File: src/rtl/i2c_reg_reader.sv
`default_nettype none
// ============================================================================
// Module : i2c_reg_reader
// Sequences an I2C register burst read (START, addr+W, reg, rSTART, addr+R,
// reads, STOP) over a byte-level command/response bit engine.
// Option : define I2C_REG_READER_RETRY_EN to retry NACKed attempts (3 retries).
// Rev    : 1.0
// ============================================================================
module i2c_reg_reader #(
    parameter int MAX_LEN = 8
) (
    input  logic       clk,
    input  logic       rst,
    input  logic       start,
    input  logic [6:0] dev_addr,
    input  logic [7:0] reg_addr,
    input  logic [3:0] rd_len,
    output logic       cmd_valid,
    input  logic       cmd_ready,
    output logic [2:0] cmd_op,
    output logic [7:0] cmd_data,
    input  logic       rsp_valid,
    input  logic [7:0] rsp_data,
    input  logic       rsp_nack,
    output logic       out_valid,
    output logic [7:0] out_data,
    output logic       out_last,
    output logic       busy,
    output logic       done,
    output logic       err
);
    localparam logic [3:0] c_IDLE   = 4'd0;
    localparam logic [3:0] c_START1 = 4'd1;
    localparam logic [3:0] c_WADDR  = 4'd2;
    localparam logic [3:0] c_WREG   = 4'd3;
    localparam logic [3:0] c_START2 = 4'd4;
    localparam logic [3:0] c_RADDR  = 4'd5;
    localparam logic [3:0] c_READ   = 4'd6;
    localparam logic [3:0] c_STOP   = 4'd7;
    localparam logic [3:0] c_FIN    = 4'd8;

    localparam logic [2:0] c_OP_START = 3'd0;
    localparam logic [2:0] c_OP_WRITE = 3'd1;
    localparam logic [2:0] c_OP_RACK  = 3'd2;
    localparam logic [2:0] c_OP_RNACK = 3'd3;
    localparam logic [2:0] c_OP_STOP  = 3'd4;

    localparam logic [3:0] c_MAX_LEN = 4'(MAX_LEN);

    logic [3:0] r_state;
    logic       r_wait;
    logic [6:0] r_dev;
    logic [7:0] r_reg;
    logic [3:0] r_len;
    logic [3:0] r_remain;
    logic       r_cmd_valid;
    logic [2:0] r_cmd_op;
    logic [7:0] r_cmd_data;
    logic       r_out_valid;
    logic [7:0] r_out_data;
    logic       r_out_last;
    logic       r_busy;
    logic       r_done;
    logic       r_err;
`ifdef I2C_REG_READER_RETRY_EN
    logic [1:0] r_retry;
    logic       r_retrying;
`endif

    logic [3:0] w_len;
    logic [3:0] w_adv;

    // Command presented on entry to a state; remain selects ACK vs final NACK.
    function automatic logic [10:0] f_cmd(input logic [3:0] st, input logic [6:0] dev,
                                          input logic [7:0] ra, input logic [3:0] remain);
        logic [10:0] v;
        case (st)
            c_WADDR: v = {c_OP_WRITE, dev, 1'b0};
            c_WREG:  v = {c_OP_WRITE, ra};
            c_RADDR: v = {c_OP_WRITE, dev, 1'b1};
            c_READ:  v = {(remain == 4'd1) ? c_OP_RNACK : c_OP_RACK, 8'h00};
            c_STOP:  v = {c_OP_STOP, 8'h00};
            default: v = {c_OP_START, 8'h00};
        endcase
        return v;
    endfunction

    always_comb begin
        if (rd_len == 4'd0)
            w_len = 4'd1;
        else if (rd_len > c_MAX_LEN)
            w_len = c_MAX_LEN;
        else
            w_len = rd_len;
    end

    always_comb begin
        case (r_state)
            c_START1: w_adv = c_WADDR;
            c_WADDR:  w_adv = c_WREG;
            c_WREG:   w_adv = c_START2;
            c_START2: w_adv = c_RADDR;
            c_RADDR:  w_adv = c_READ;
            default:  w_adv = c_STOP;
        endcase
    end

    always_ff @(posedge clk) begin
        if (rst) begin
            r_state     <= c_IDLE;
            r_wait      <= 1'b0;
            r_dev       <= 7'd0;
            r_reg       <= 8'd0;
            r_len       <= 4'd0;
            r_remain    <= 4'd0;
            r_cmd_valid <= 1'b0;
            r_cmd_op    <= 3'd0;
            r_cmd_data  <= 8'd0;
            r_out_valid <= 1'b0;
            r_out_data  <= 8'd0;
            r_out_last  <= 1'b0;
            r_busy      <= 1'b0;
            r_done      <= 1'b0;
            r_err       <= 1'b0;
`ifdef I2C_REG_READER_RETRY_EN
            r_retry     <= 2'd0;
            r_retrying  <= 1'b0;
`endif
        end else begin
            r_done      <= 1'b0;
            r_out_valid <= 1'b0;
            r_out_last  <= 1'b0;
            case (r_state)
                c_IDLE: begin
                    if (start) begin
                        r_dev       <= dev_addr;
                        r_reg       <= reg_addr;
                        r_len       <= w_len;
                        r_busy      <= 1'b1;
                        r_err       <= 1'b0;
                        r_state     <= c_START1;
                        r_cmd_valid <= 1'b1;
                        r_cmd_op    <= c_OP_START;
                        r_cmd_data  <= 8'h00;
`ifdef I2C_REG_READER_RETRY_EN
                        r_retry     <= 2'd0;
                        r_retrying  <= 1'b0;
`endif
                    end
                end
                c_FIN: begin
                    r_state <= c_IDLE;
                    r_busy  <= 1'b0;
                end
                default: begin
                    if (r_cmd_valid) begin
                        if (cmd_ready) begin
                            if (r_state == c_START1 || r_state == c_START2) begin
                                r_state                <= w_adv;
                                {r_cmd_op, r_cmd_data} <= f_cmd(w_adv, r_dev, r_reg, r_len);
                            end else if (r_state == c_STOP) begin
`ifdef I2C_REG_READER_RETRY_EN
                                if (r_retrying) begin
                                    r_retrying <= 1'b0;
                                    r_state    <= c_START1;
                                    r_cmd_op   <= c_OP_START;
                                    r_cmd_data <= 8'h00;
                                end else begin
                                    r_cmd_valid <= 1'b0;
                                    r_cmd_op    <= 3'd0;
                                    r_cmd_data  <= 8'd0;
                                    r_state     <= c_FIN;
                                    r_done      <= 1'b1;
                                end
`else
                                r_cmd_valid <= 1'b0;
                                r_cmd_op    <= 3'd0;
                                r_cmd_data  <= 8'd0;
                                r_state     <= c_FIN;
                                r_done      <= 1'b1;
`endif
                            end else begin
                                r_cmd_valid <= 1'b0;
                                r_cmd_op    <= 3'd0;
                                r_cmd_data  <= 8'd0;
                                r_wait      <= 1'b1;
                            end
                        end
                    end else if (r_wait && rsp_valid) begin
                        r_wait      <= 1'b0;
                        r_cmd_valid <= 1'b1;
                        if (r_state == c_READ) begin
                            r_out_valid <= 1'b1;
                            r_out_data  <= rsp_data;
                            r_out_last  <= (r_remain == 4'd1);
                            if (r_remain == 4'd1) begin
                                r_state    <= c_STOP;
                                r_cmd_op   <= c_OP_STOP;
                                r_cmd_data <= 8'h00;
                            end else begin
                                r_remain               <= r_remain - 4'd1;
                                {r_cmd_op, r_cmd_data} <= f_cmd(c_READ, r_dev, r_reg, r_remain - 4'd1);
                            end
                        end else if (rsp_nack) begin
`ifdef I2C_REG_READER_RETRY_EN
                            if (r_retry == 2'd3) begin
                                r_err <= 1'b1;
                            end else begin
                                r_retry    <= r_retry + 2'd1;
                                r_retrying <= 1'b1;
                            end
`else
                            r_err <= 1'b1;
`endif
                            r_state    <= c_STOP;
                            r_cmd_op   <= c_OP_STOP;
                            r_cmd_data <= 8'h00;
                        end else begin
                            r_state                <= w_adv;
                            {r_cmd_op, r_cmd_data} <= f_cmd(w_adv, r_dev, r_reg, r_len);
                            if (w_adv == c_READ)
                                r_remain <= r_len;
                        end
                    end
                end
            endcase
        end
    end

    assign cmd_valid = r_cmd_valid;
    assign cmd_op    = r_cmd_op;
    assign cmd_data  = r_cmd_data;
    assign out_valid = r_out_valid;
    assign out_data  = r_out_data;
    assign out_last  = r_out_last;
    assign busy      = r_busy;
    assign done      = r_done;
    assign err       = r_err;

endmodule
`default_nettype wire

File: config.mk
export PLATFORM = sky130hd
export DESIGN_NAME = i2c_reg_reader
export DESIGN_NICKNAME = d
export VERILOG_FILES = /design/src/rtl/i2c_reg_reader.sv
export SDC_FILE = /design/constraint.sdc
export NUM_CORES = 1
export LEC_CHECK = 0
export BUFFER_PORTS_ARGS = -buffer_cell sky130_fd_sc_hd__clkbuf_2
export CORE_AREA = 2 2 59 89
export DETAILED_ROUTE_END_ITERATION = 6
export DIE_AREA = 0 0 61 91
export GPL_TIMING_DRIVEN = 0
export PLACE_DENSITY_LB_ADDON = 0.05
export SLEW_MARGIN = 20
export SYNTH_ARGS = -nofsm -noshare
export SYNTH_HDL_FRONTEND = slang
export SYNTH_SLANG_ARGS = --single-unit
File: constraint.sdc
create_clock -name clk -period 2.36 [get_ports clk]
set_input_delay 0.708 -clock clk [delete_from_list [all_inputs] [get_ports clk]]
set_output_delay 0.708 -clock clk [all_outputs]
set_load 0.02 [all_outputs]
==> results of run 1 <==
## placed cells by master, fill, tap and decap left out, types with 2 or more instances in the layout
| master | synthesis | routed |
|---|---|---|
| nor3_1 | 10 | 9 |
| nand2b_1 | 2 | 2 |
| mux2i_1 | 3 | 3 |
| nand2_1 | 69 | 69 |
| inv_1 | 6 | 6 |
| a2111oi_0 | 2 | 2 |
| buf_4 | 3 | 3 |
| nor3_2 | 2 | 2 |
| a22oi_1 | 8 | 8 |
| or2_2 | 2 | 2 |
| buf_2 | 5 | 5 |
| a21o_1 | 2 | 2 |
| ha_1 | 3 | 3 |
| nor2_1 | 20 | 20 |
| nand3_1 | 2 | 2 |
| maj3_1 | 2 | 2 |
| nor3b_1 | 2 | 2 |
| clkbuf_2 | 0 | 56 |
| and2_1 | 2 | 2 |
| o21ai_0 | 22 | 22 |
| o211ai_1 | 2 | 2 |
| a31oi_1 | 2 | 2 |
| clkbuf_1 | 14 | 14 |
| nand3b_1 | 8 | 8 |
| a21oi_1 | 38 | 38 |
| a211oi_1 | 3 | 3 |
| dfxtp_1 | 53 | 53 |
| clkbuf_8 | 0 | 6 |
| nor4_1 | 4 | 4 |
## per-stage QoR
step | instance area [um^2] | utilization | total power [mW]
2_1_floorplan | 2465 | - | 1.774
4_1_cts | 2948 | 0.6179 | 2.703
3_3_place_gp | 2828 | 0.5927 | 2.052
5_1_grt | 2959 | 0.6202 | 2.870
6_report | 2959 | 0.6202 | 2.710
3_5_place_dp | 2828 | 0.5927 | 2.056
## routing by layer
| metal | up-vias | global-route usage |
|---|---|---|
| met5 | - | 0 |
| met4 | 0 | 0.1051 |
| met3 | 14 | 0.05128 |
| met2 | 63 | 0.4194 |
| met1 | 1157 | 0.3073 |
| li1 | 1225 | - |
## power breakdown
part	leakage (nW)	internal [mW]	switching, mW	total, mW
clock network	0.0574	0.345	0.311	0.657
registers	0.430	0.995	0.0644	1.06
logic	0.654	0.337	0.656	0.994
## kinds of logic (layout without fill, tap and decap cells)
logic type / Yosys count / after routing / synth area share
simple gates: 132 / 132 / 0.2548
fa+ha+maj: 5 / 5 / 0.02335
buf+inv: 28 / 92 / 0.04974
compound gates: 90 / 90 / 0.2223
mux: 3 / 3 / 0.01218
xor+xnor: 2 / 2 / 0.007108
flops: 53 / 53 / 0.4305
## critical path, cell delays in order, from the launching register on
cell and delay, ps:
dfxtp_1 420, inv_1 90, ha_1 180, or3b_1 150, buf_4 130, a31oi_1 80
or4b_1 490, buf_2 190, a21o_1 160, a31o_1 200
## worst max path at each step
stage                                    end  cells past startpoint
floorplan           r_remain[0]$_SDFFE_PP0P_                      9
CTS                 r_remain[0]$_SDFFE_PP0P_                      9
global placement      cmd_op[2]$_SDFFE_PP0P_                      6
detailed placement   r_state[1]$_SDFFE_PP0P_                      6
finish              r_remain[0]$_SDFFE_PP0P_                      9
global route        r_remain[0]$_SDFFE_PP0P_                      9
## final cells by class
cell class,instances,area (um^2),share of cell area
multi-input cells,232,1292,0.4368
flip-flops and latches,53,1061,0.3586
repair buffers,56,280.3,0.09471
plain buffers,22,100.1,0.03383
clock buffers,6,82.58,0.02791
well taps,66,82.58,0.02791
clock inverters,2,37.54,0.01268
inverters,6,22.52,0.007611
==> impl_metrics.csv, run 1 <==
group,metric,value,unit
sta,min_period_over_period,0.9324,
synth,netlist.area_leader.share,0.4305,
floorplan,dieArea,5551,um^2
clock_tree,cts_root_buf,"clkbuf_8",
setup_path,start_kind,"register",
floorplan,fp.dieW,61,um
sta,setup_slack,159.5,ps
final_layout,nets,412,
floorplan,core_area,4771,um^2
setup_path,worstSetupPathType,"reg2reg",
clock_tree,clk_path_buf_depth,2,
synth,synth_seq_area_share,0.4305,
pwr,powerDensity,915.8,nW/um^2
min_path,hp-start,"out_data[5]$_SDFFE_PP0P_",
synth,synth_nets,349,
clock_tree,tritoncts,"yes",
sta,hold_slack,456.4,ps
detailed_routing,vias,2459,
detailed_routing,drc,0,
clock_tree,cts_setup_buffers,0,
synth,synth_ff_type,"dfxtp_1",
final_layout,area_growth,20.05,%
synth,ys.warnings.count,0,
sta,setup_violations,0,
setup_path,regToRegStartpoint,"r_remain[1]$_SDFFE_PP0P_",
detailed_routing,wl_met3,321,um
detailed_routing,top_layer,"met4",
detailed_routing,postRouteAntennaNets,0,
sta,tns,0,ps
min_path,hold_depth,2,
synth,synth_most_common_cell,"nand2_1",
setup_path,critPathMaxFanout,8,
detailed_routing,routed_wl,6.556,mm
min_path,worstHoldPathType,"reg2reg",
setup_path,rr_endpoint,"r_remain[0]$_SDFFE_PP0P_",
floorplan,rows,31,
final_layout,layout.cells.non_filler,443,
sta,maxSlewViolCount,0,
synth,syn_inst,313,
pwr,ir_drop,580.9,uV
synth,yosys_register_bits,53,
clock_tree,cts-htree-levels,2,
synth,netlist_area,2465,um^2
setup_path,cp-startpoint,"r_remain[1]$_SDFFE_PP0P_",
clock_tree,cts.sinks,53,
sta,worst_slew_pin_slew,685.1,ps
grt,grt_max_degree,17,
min_path,hold-path-endpoint,"out_data[5]$_SDFFE_PP0P_",
setup_path,r2r_cells,9,
grt,grt_use_total,0.2529,
detailed_routing,avgViaCountPerCell,5.551,
final_layout,drive_gt1_frac,0.2069,
detailed_routing,met2_length,3.302,mm
status,status,"complete, no violations",
clock_tree,clk_pin_slew,90,ps
detailed_routing,drt-pass1-iter-count,4,
synth,synthTopCellsByArea,"dfxtp_1, nand2_1, a21oi_1",
placed_design,placed_cells,435,
grt,grt-ovfl-total,0,
flow_run,drv_cap,0,
floorplan,initial_core_util,0.5167,
sta,timing_hold_violations_final,0,
synth,synth_edf_count,0,
final_layout,num-fill-cells,484,
floorplan,io_pins,58,
final_layout,num_antenna_cells,0,
sta,clock.fmax,454.4,MHz
synth,ys_async_sr_fraction,0,
detailed_routing,met1_length,2.775,mm
sta,clock_skew,10.86,ps
synth,synth_top_cell_by_area,"dfxtp_1",
clock_tree,hold_buffers,0,
floorplan,die_h,91,um
setup_path,cp.arrival,2410,ps
placed_design,place_congestion,0.9227,
grt,grt_pass1_vias,2359,
synth,yosysUniqueCellTypes,49,
detailed_routing,wl_per_cell,14.80,um
synth,synth_common_cells,"nand2_1, dfxtp_1, a21oi_1, o21ai_0, nor2_1",
synth,synth_area_per_cell,7.875,um^2
grt,grt_pass1_wl,10.81,mm
placed_design,pre_cts_slack,74.06,ps
setup_path,endpoint_kind,"register",
clock_tree,cts_resized,0,
setup_path,required,2570,ps
placed_design,hpwl,4.768,mm
pwr,p_leak,1.141,nW
setup_path,regToRegSetupSlack,160,ps
clock_tree,clock_latency,310,ps
clock_tree,cts_made_buffers,5,
sta,relSlewSlack,0.5408,
placed_design,port_buffers,56,
detailed_routing,first_iter_violations,118,
grt,grt_antenna_before_repair,0,
sta,finalCriticalPeriod,2200,ps
sta,grt_setup_unrepaired,"no",
(Power assumes the default switching activity.)
==> run 2, diff against run 1 <==
--- a/config.mk
+++ b/config.mk
@@ -11,6 +11,7 @@
 export DIE_AREA = 0 0 61 91
 export GPL_TIMING_DRIVEN = 0
 export PLACE_DENSITY_LB_ADDON = 0.05
+export REMOVE_ABC_BUFFERS = 1
 export SLEW_MARGIN = 20
 export SYNTH_ARGS = -nofsm -noshare
 export SYNTH_HDL_FRONTEND = slang
==> impl_metrics.csv, run 2 (same netlist as run 1, synthesis figures left out) <==
group,metric,value,unit
status,status,"complete, no violations",
grt,grt_use_total,0.2190,
floorplan,io_pins,58,
floorplan,initial_core_util,0.5167,
grt,grt_pass1_wl,9.494,mm
floorplan,core_area,4771,um^2
setup_path,start_kind,"register",
placed_design,place_area,2733,um^2
sta,setup_slack,155.8,ps
final_layout,utilization,0.5943,
clock_tree,clk_path_buf_depth,2,
floorplan,die_h,91,um
sta,maxSlewViolCount,0,
pwr,power_switching,0.9547,mW
setup_path,required,2560,ps
clock_tree,cts_setup_buffers,0,
clock_tree,cts-htree-levels,2,
detailed_routing,avgViaCountPerCell,5.451,
min_path,hold_depth,2,
pwr,p_int,1.496,mW
sta,setup_violations,0,
setup_path,r2r_cells,5,
sta,timing_hold_violations_final,0,
grt,grt.met3_usage,0.04558,
floorplan,fp.dieW,61,um
grt,met1_usage,0.2654,
flow_run,drv_cap,0,
sta,clock.fmax,453.7,MHz
pwr,seqPwrFrac,0.481,
grt,grt-ovfl-total,0,
placed_design,pre_cts_slack,-243.8,ps
setup_path,cp.arrival,2400,ps
placed_design,hpwl,3.822,mm
sta,grt_setup_unrepaired,"no",
final_layout,nets,391,
pwr,combPwrFrac,0.317,
sta,worst_slew_pin_slew,931.4,ps
clock_tree,tritoncts,"yes",
final_layout,layout_common_cells,"nand2_1, clkbuf_2, dfxtp_1",
final_layout,num_antenna_cells,0,
detailed_routing,first_iter_violations,115,
floorplan,rows,31,
clock_tree,cts.sinks,53,
placed_design,port_buffers,57,
sta,finalCriticalPeriod,2204,ps
clock_tree,clk_pin_slew,90,ps
grt,grt.busiest_layer,"met2",
floorplan,dieArea,5551,um^2
clock_tree,cts_made_buffers,5,
pwr,p_clk_frac,0.202,
pwr,powerDensity,864.6,nW/um^2
sta,clock_skew,4.263,ps
grt,grt_use_met2,0.3763,
pwr,fin_total_pwr,2.451,mW
pwr,p_leak,1.081,nW
detailed_routing,drt-pass1-iter-count,4,
grt,grt_pass1_vias,2117,
setup_path,endpoint_kind,"register",
placed_design,place_congestion,0.8149,
sta,relSlewSlack,0.3791,
pwr,ir_drop,786.1,uV
min_path,worstHoldPathType,"reg2reg",
detailed_routing,drc,0,
detailed_routing,routed_wl,5.639,mm
sta,min_period_over_period,0.9340,
clock_tree,cts_root_buf,"clkbuf_8",
clock_tree,clock_latency,300,ps
grt,grt_antenna_before_repair,0,
detailed_routing,wl_per_cell,13.39,um
final_layout,fin_area,2835,um^2
clock_tree,hold_buffers,0,
pwr,sw_frac_of_total,0.3895,
detailed_routing,vias,2295,
sta,tns,0,ps
final_layout,final_common_cell,"nand2_1",
grt,grt_max_degree,46,
detailed_routing,postRouteAntennaNets,0,
final_layout,area_growth,15.03,%
setup_path,critPathMaxFanout,23,
setup_path,worstSetupPathType,"reg2reg",
final_layout,drive_gt1_frac,0.2085,
==> run 2: cell types whose count changed in the layout (fill, tap and decap cells not counted), moves of 3 or more <==
| cell | before | now |
|---|---|---|
| buf_2 | 5 | 0 |
| buf_4 | 3 | 0 |
| clkbuf_1 | 14 | 1 |
| dfxtp_1 | 53 | 50 |
| dfxtp_2 | 0 | 3 |
==> run 2: layout make-up <==
type	instances	area (um^2)
Clock buffer	6	72.57
Clock inverter	1	8.758
Sequential cell	53	1065
Tap cell	66	82.58
Timing Repair Buffer	57	285.3
Inverter	6	22.52
Multi-Input combinational cell	232	1299
Fill cell	507	1936
==> run 2: routing by layer <==
layer	up-vias	part of all wire
met5	-	0
met4	0	0.012
met3	5	0.041
met2	50	0.53
met1	1054	0.42
li1	1186	-
==> run 2: power groups by stage <==
stage          Clock, mW  Sequential [mW]  Combinational (mW)
4_1_cts            0.511             1.17               0.772
6_report           0.496             1.18               0.777
5_1_grt            0.546             1.21               0.885
3_3_place_gp           0             1.19               0.754
3_5_place_dp           0             1.19               0.766
2_1_floorplan          0             1.16               0.539
==> run 2: path summary, 6_finish.rpt <==
check | from | end | slack [ps]
worst max-delay path | r_state[3]$_SDFFE_PP0P_ | cmd_op[0]$_SDFFE_PP0P_ | 160
worst min-delay path | out_data[7]$_SDFFE_PP0P_ | out_data[7]$_SDFFE_PP0P_ | 460
worst max register to register | r_state[3]$_SDFFE_PP0P_ | cmd_op[0]$_SDFFE_PP0P_ | 160
worst min register to register | out_data[7]$_SDFFE_PP0P_ | out_data[7]$_SDFFE_PP0P_ | 460
==> run 2: critical path, stage by stage (launching register included) <==
cell and delay, ps:
dfxtp_1 810, and4bb_1 350, nand2_1 310, nor2_1 90, and3_1 230, a221o_1 300
==> run 2: repair_timing <==
action	CTS	global route
pin swaps	0	0
gates cloned	0	0
setup endpoints to repair	10	22
resized for setup	2	6
==> run 2: stage by stage <==
| step | cells | hold WS (ps) |
|---|---|---|
| after floorplan | 291 | 430.0 |
| after global placement | 414 | 439.5 |
| after detailed placement | 414 | 446.4 |
| after CTS | 421 | 459.4 |
| after global routing | 421 | 477.5 |
| final | 421 | 455.1 |
==> run 3, diff against run 2 <==
--- a/config.mk
+++ b/config.mk
@@ -10,6 +10,7 @@
 export DETAILED_ROUTE_END_ITERATION = 6
 export DIE_AREA = 0 0 61 91
 export GPL_TIMING_DRIVEN = 0
+export MAX_ROUTING_LAYER = met4
 export PLACE_DENSITY_LB_ADDON = 0.05
 export REMOVE_ABC_BUFFERS = 1
 export SLEW_MARGIN = 20
==> impl_metrics.csv, run 3 (same netlist as run 1, synthesis figures left out) <==
group,metric,value,unit
status,status,"complete, no violations",
sta,setup_slack,158.5,ps
final_layout,ff_latch_area,1065,um^2
sta,timing_hold_violations_final,0,
flow_run,drv_cap,0,
clock_tree,cts-htree-levels,2,
sta,min_period_over_period,0.9329,
setup_path,path_cells,"and4bb_1 > nand2_1 > nor2_1 > and3_1 > a221o_1",
final_layout,drive_gt1_frac,0.2085,
clock_tree,clock_latency,300,ps
setup_path,slowest_stage,"dfxtp_1",
floorplan,rows,31,
detailed_routing,routed_wl,5.641,mm
detailed_routing,wl_per_cell,13.40,um
pwr,ir_drop,786.3,uV
grt,grt-ovfl-total,0,
setup_path,required,2550,ps
floorplan,initial_core_util,0.5167,
detailed_routing,drt-pass1-iter-count,4,
sta,relSlewSlack,0.3812,
final_layout,nets,391,
sta,setup_violations,0,
final_layout,area_growth,15.03,%
final_layout,final_common_cell,"nand2_1",
final_layout,layout.cells.non_filler,421,
setup_path,critPathMaxFanout,23,
grt,grt_pass1_vias,2117,
setup_path,endpoint_kind,"register",
detailed_routing,postRouteAntennaNets,0,
clock_tree,cts.sinks,53,
placed_design,place_congestion,0.8270,
pwr,powerDensity,864.9,nW/um^2
grt,grt_antenna_before_repair,0,
min_path,worstHoldPathType,"reg2reg",
setup_path,worstSetupPathType,"reg2reg",
clock_tree,tritoncts,"yes",
detailed_routing,first_iter_violations,119,
detailed_routing,avgViaCountPerCell,5.468,
grt,grt_use_total,0.2247,
clock_tree,clk_path_buf_depth,2,
placed_design,port_buffers,57,
grt,grt_max_degree,46,
clock_tree,clk_pin_slew,90,ps
sta,finalCriticalPeriod,2202,ps
grt,grt_pass1_wl,9.494,mm
final_layout,layout_common_cells,"nand2_1, clkbuf_2, dfxtp_1",
pwr,p_leak,1.081,nW
setup_path,start_kind,"register",
detailed_routing,drc,0,
sta,clock_skew,4.157,ps
setup_path,cpPeakStageDelay,810,ps
floorplan,fp.dieW,61,um
setup_path,cp.arrival,2400,ps
floorplan,core_area,4771,um^2
floorplan,io_pins,58,
final_layout,num-fill-cells,507,
final_layout,multi_input_area,1299,um^2
clock_tree,cts_made_buffers,5,
sta,worst_slew_pin_slew,928.2,ps
sta,grt_setup_unrepaired,"no",
placed_design,placed_cells,414,
clock_tree,cts_root_buf,"clkbuf_8",
placed_design,pre_cts_slack,-243.8,ps
sta,clock.fmax,454.2,MHz
floorplan,dieArea,5551,um^2
placed_design,hpwl,3.822,mm
final_layout,num_antenna_cells,0,
sta,maxSlewViolCount,0,
detailed_routing,vias,2302,
floorplan,die_h,91,um
[run 3: path summary, 6_finish.rpt]
path                                  from                       end  slack (ps)  depth (start not counted)
hold / removal    out_data[7]$_SDFFE_PP0P_  out_data[7]$_SDFFE_PP0P_         460                          2
setup reg to reg   r_state[3]$_SDFFE_PP0P_    cmd_op[0]$_SDFFE_PP0P_         160                          5
hold reg to reg   out_data[7]$_SDFFE_PP0P_  out_data[7]$_SDFFE_PP0P_         460                          2
setup / recovery   r_state[3]$_SDFFE_PP0P_    cmd_op[0]$_SDFFE_PP0P_         160                          5
[run 3: layout make-up]
class / instances / share of cell area
timing repair buffer: 57 / 0.1006
tap: 66 / 0.02913
clock inverter: 1 / 0.003089
clock buffer: 6 / 0.02560
inverter: 6 / 0.007944
multi-input combinational: 232 / 0.4581
sequential: 53 / 0.3756
[run 3: power by group]
part | internal [mW] | total, mW | switching (mW)
combinational | 0.290 | 0.777 | 0.487
clock | 0.206 | 0.495 | 0.289
sequential | 1.00 | 1.18 | 0.180
[run 3: what timing repair did]
action | CTS | global route
buffers inserted | 0 | 0
hold endpoints to repair | 0 | 0
gates resized for setup | 2 | 6
hold buffers | 0 | 0
setup endpoints to repair | 10 | 22
[run 3: metrics by stage]
stage / hold slack (ps) / instance area (um^2) / setup TNS [ps] / power [mW] / utilization
final: 455.1 / 2835 / 0 / 2.452 / 0.5943
after global routing: 477.5 / 2835 / 0 / 2.637 / 0.5943
after CTS: 459.4 / 2820 / 0 / 2.454 / 0.5911
after detailed placement: 446.4 / 2733 / -1078 / 1.957 / 0.5728
after global placement: 439.5 / 2733 / -598.1 / 1.943 / 0.5728
after floorplan: 430.0 / 2365 / 0 / 1.696 / -
[run 3: routing by layer]
metal,part of all wire,routed length (um),up-vias,track usage
met1,0.42,2393,1066,0.2689
met5,0,0,-,-
met2,0.53,2988,45,0.3763
met3,0.033,188,5,0.03989
met4,0.012,70,0,0.06341
li1,-,-,1186,-
[run 3: worst max-delay path: cells and delay by family (launching register included)]
kind            cells  cell delay [ps]
compound gates      1              300
flops               1              810
simple gates        4              980
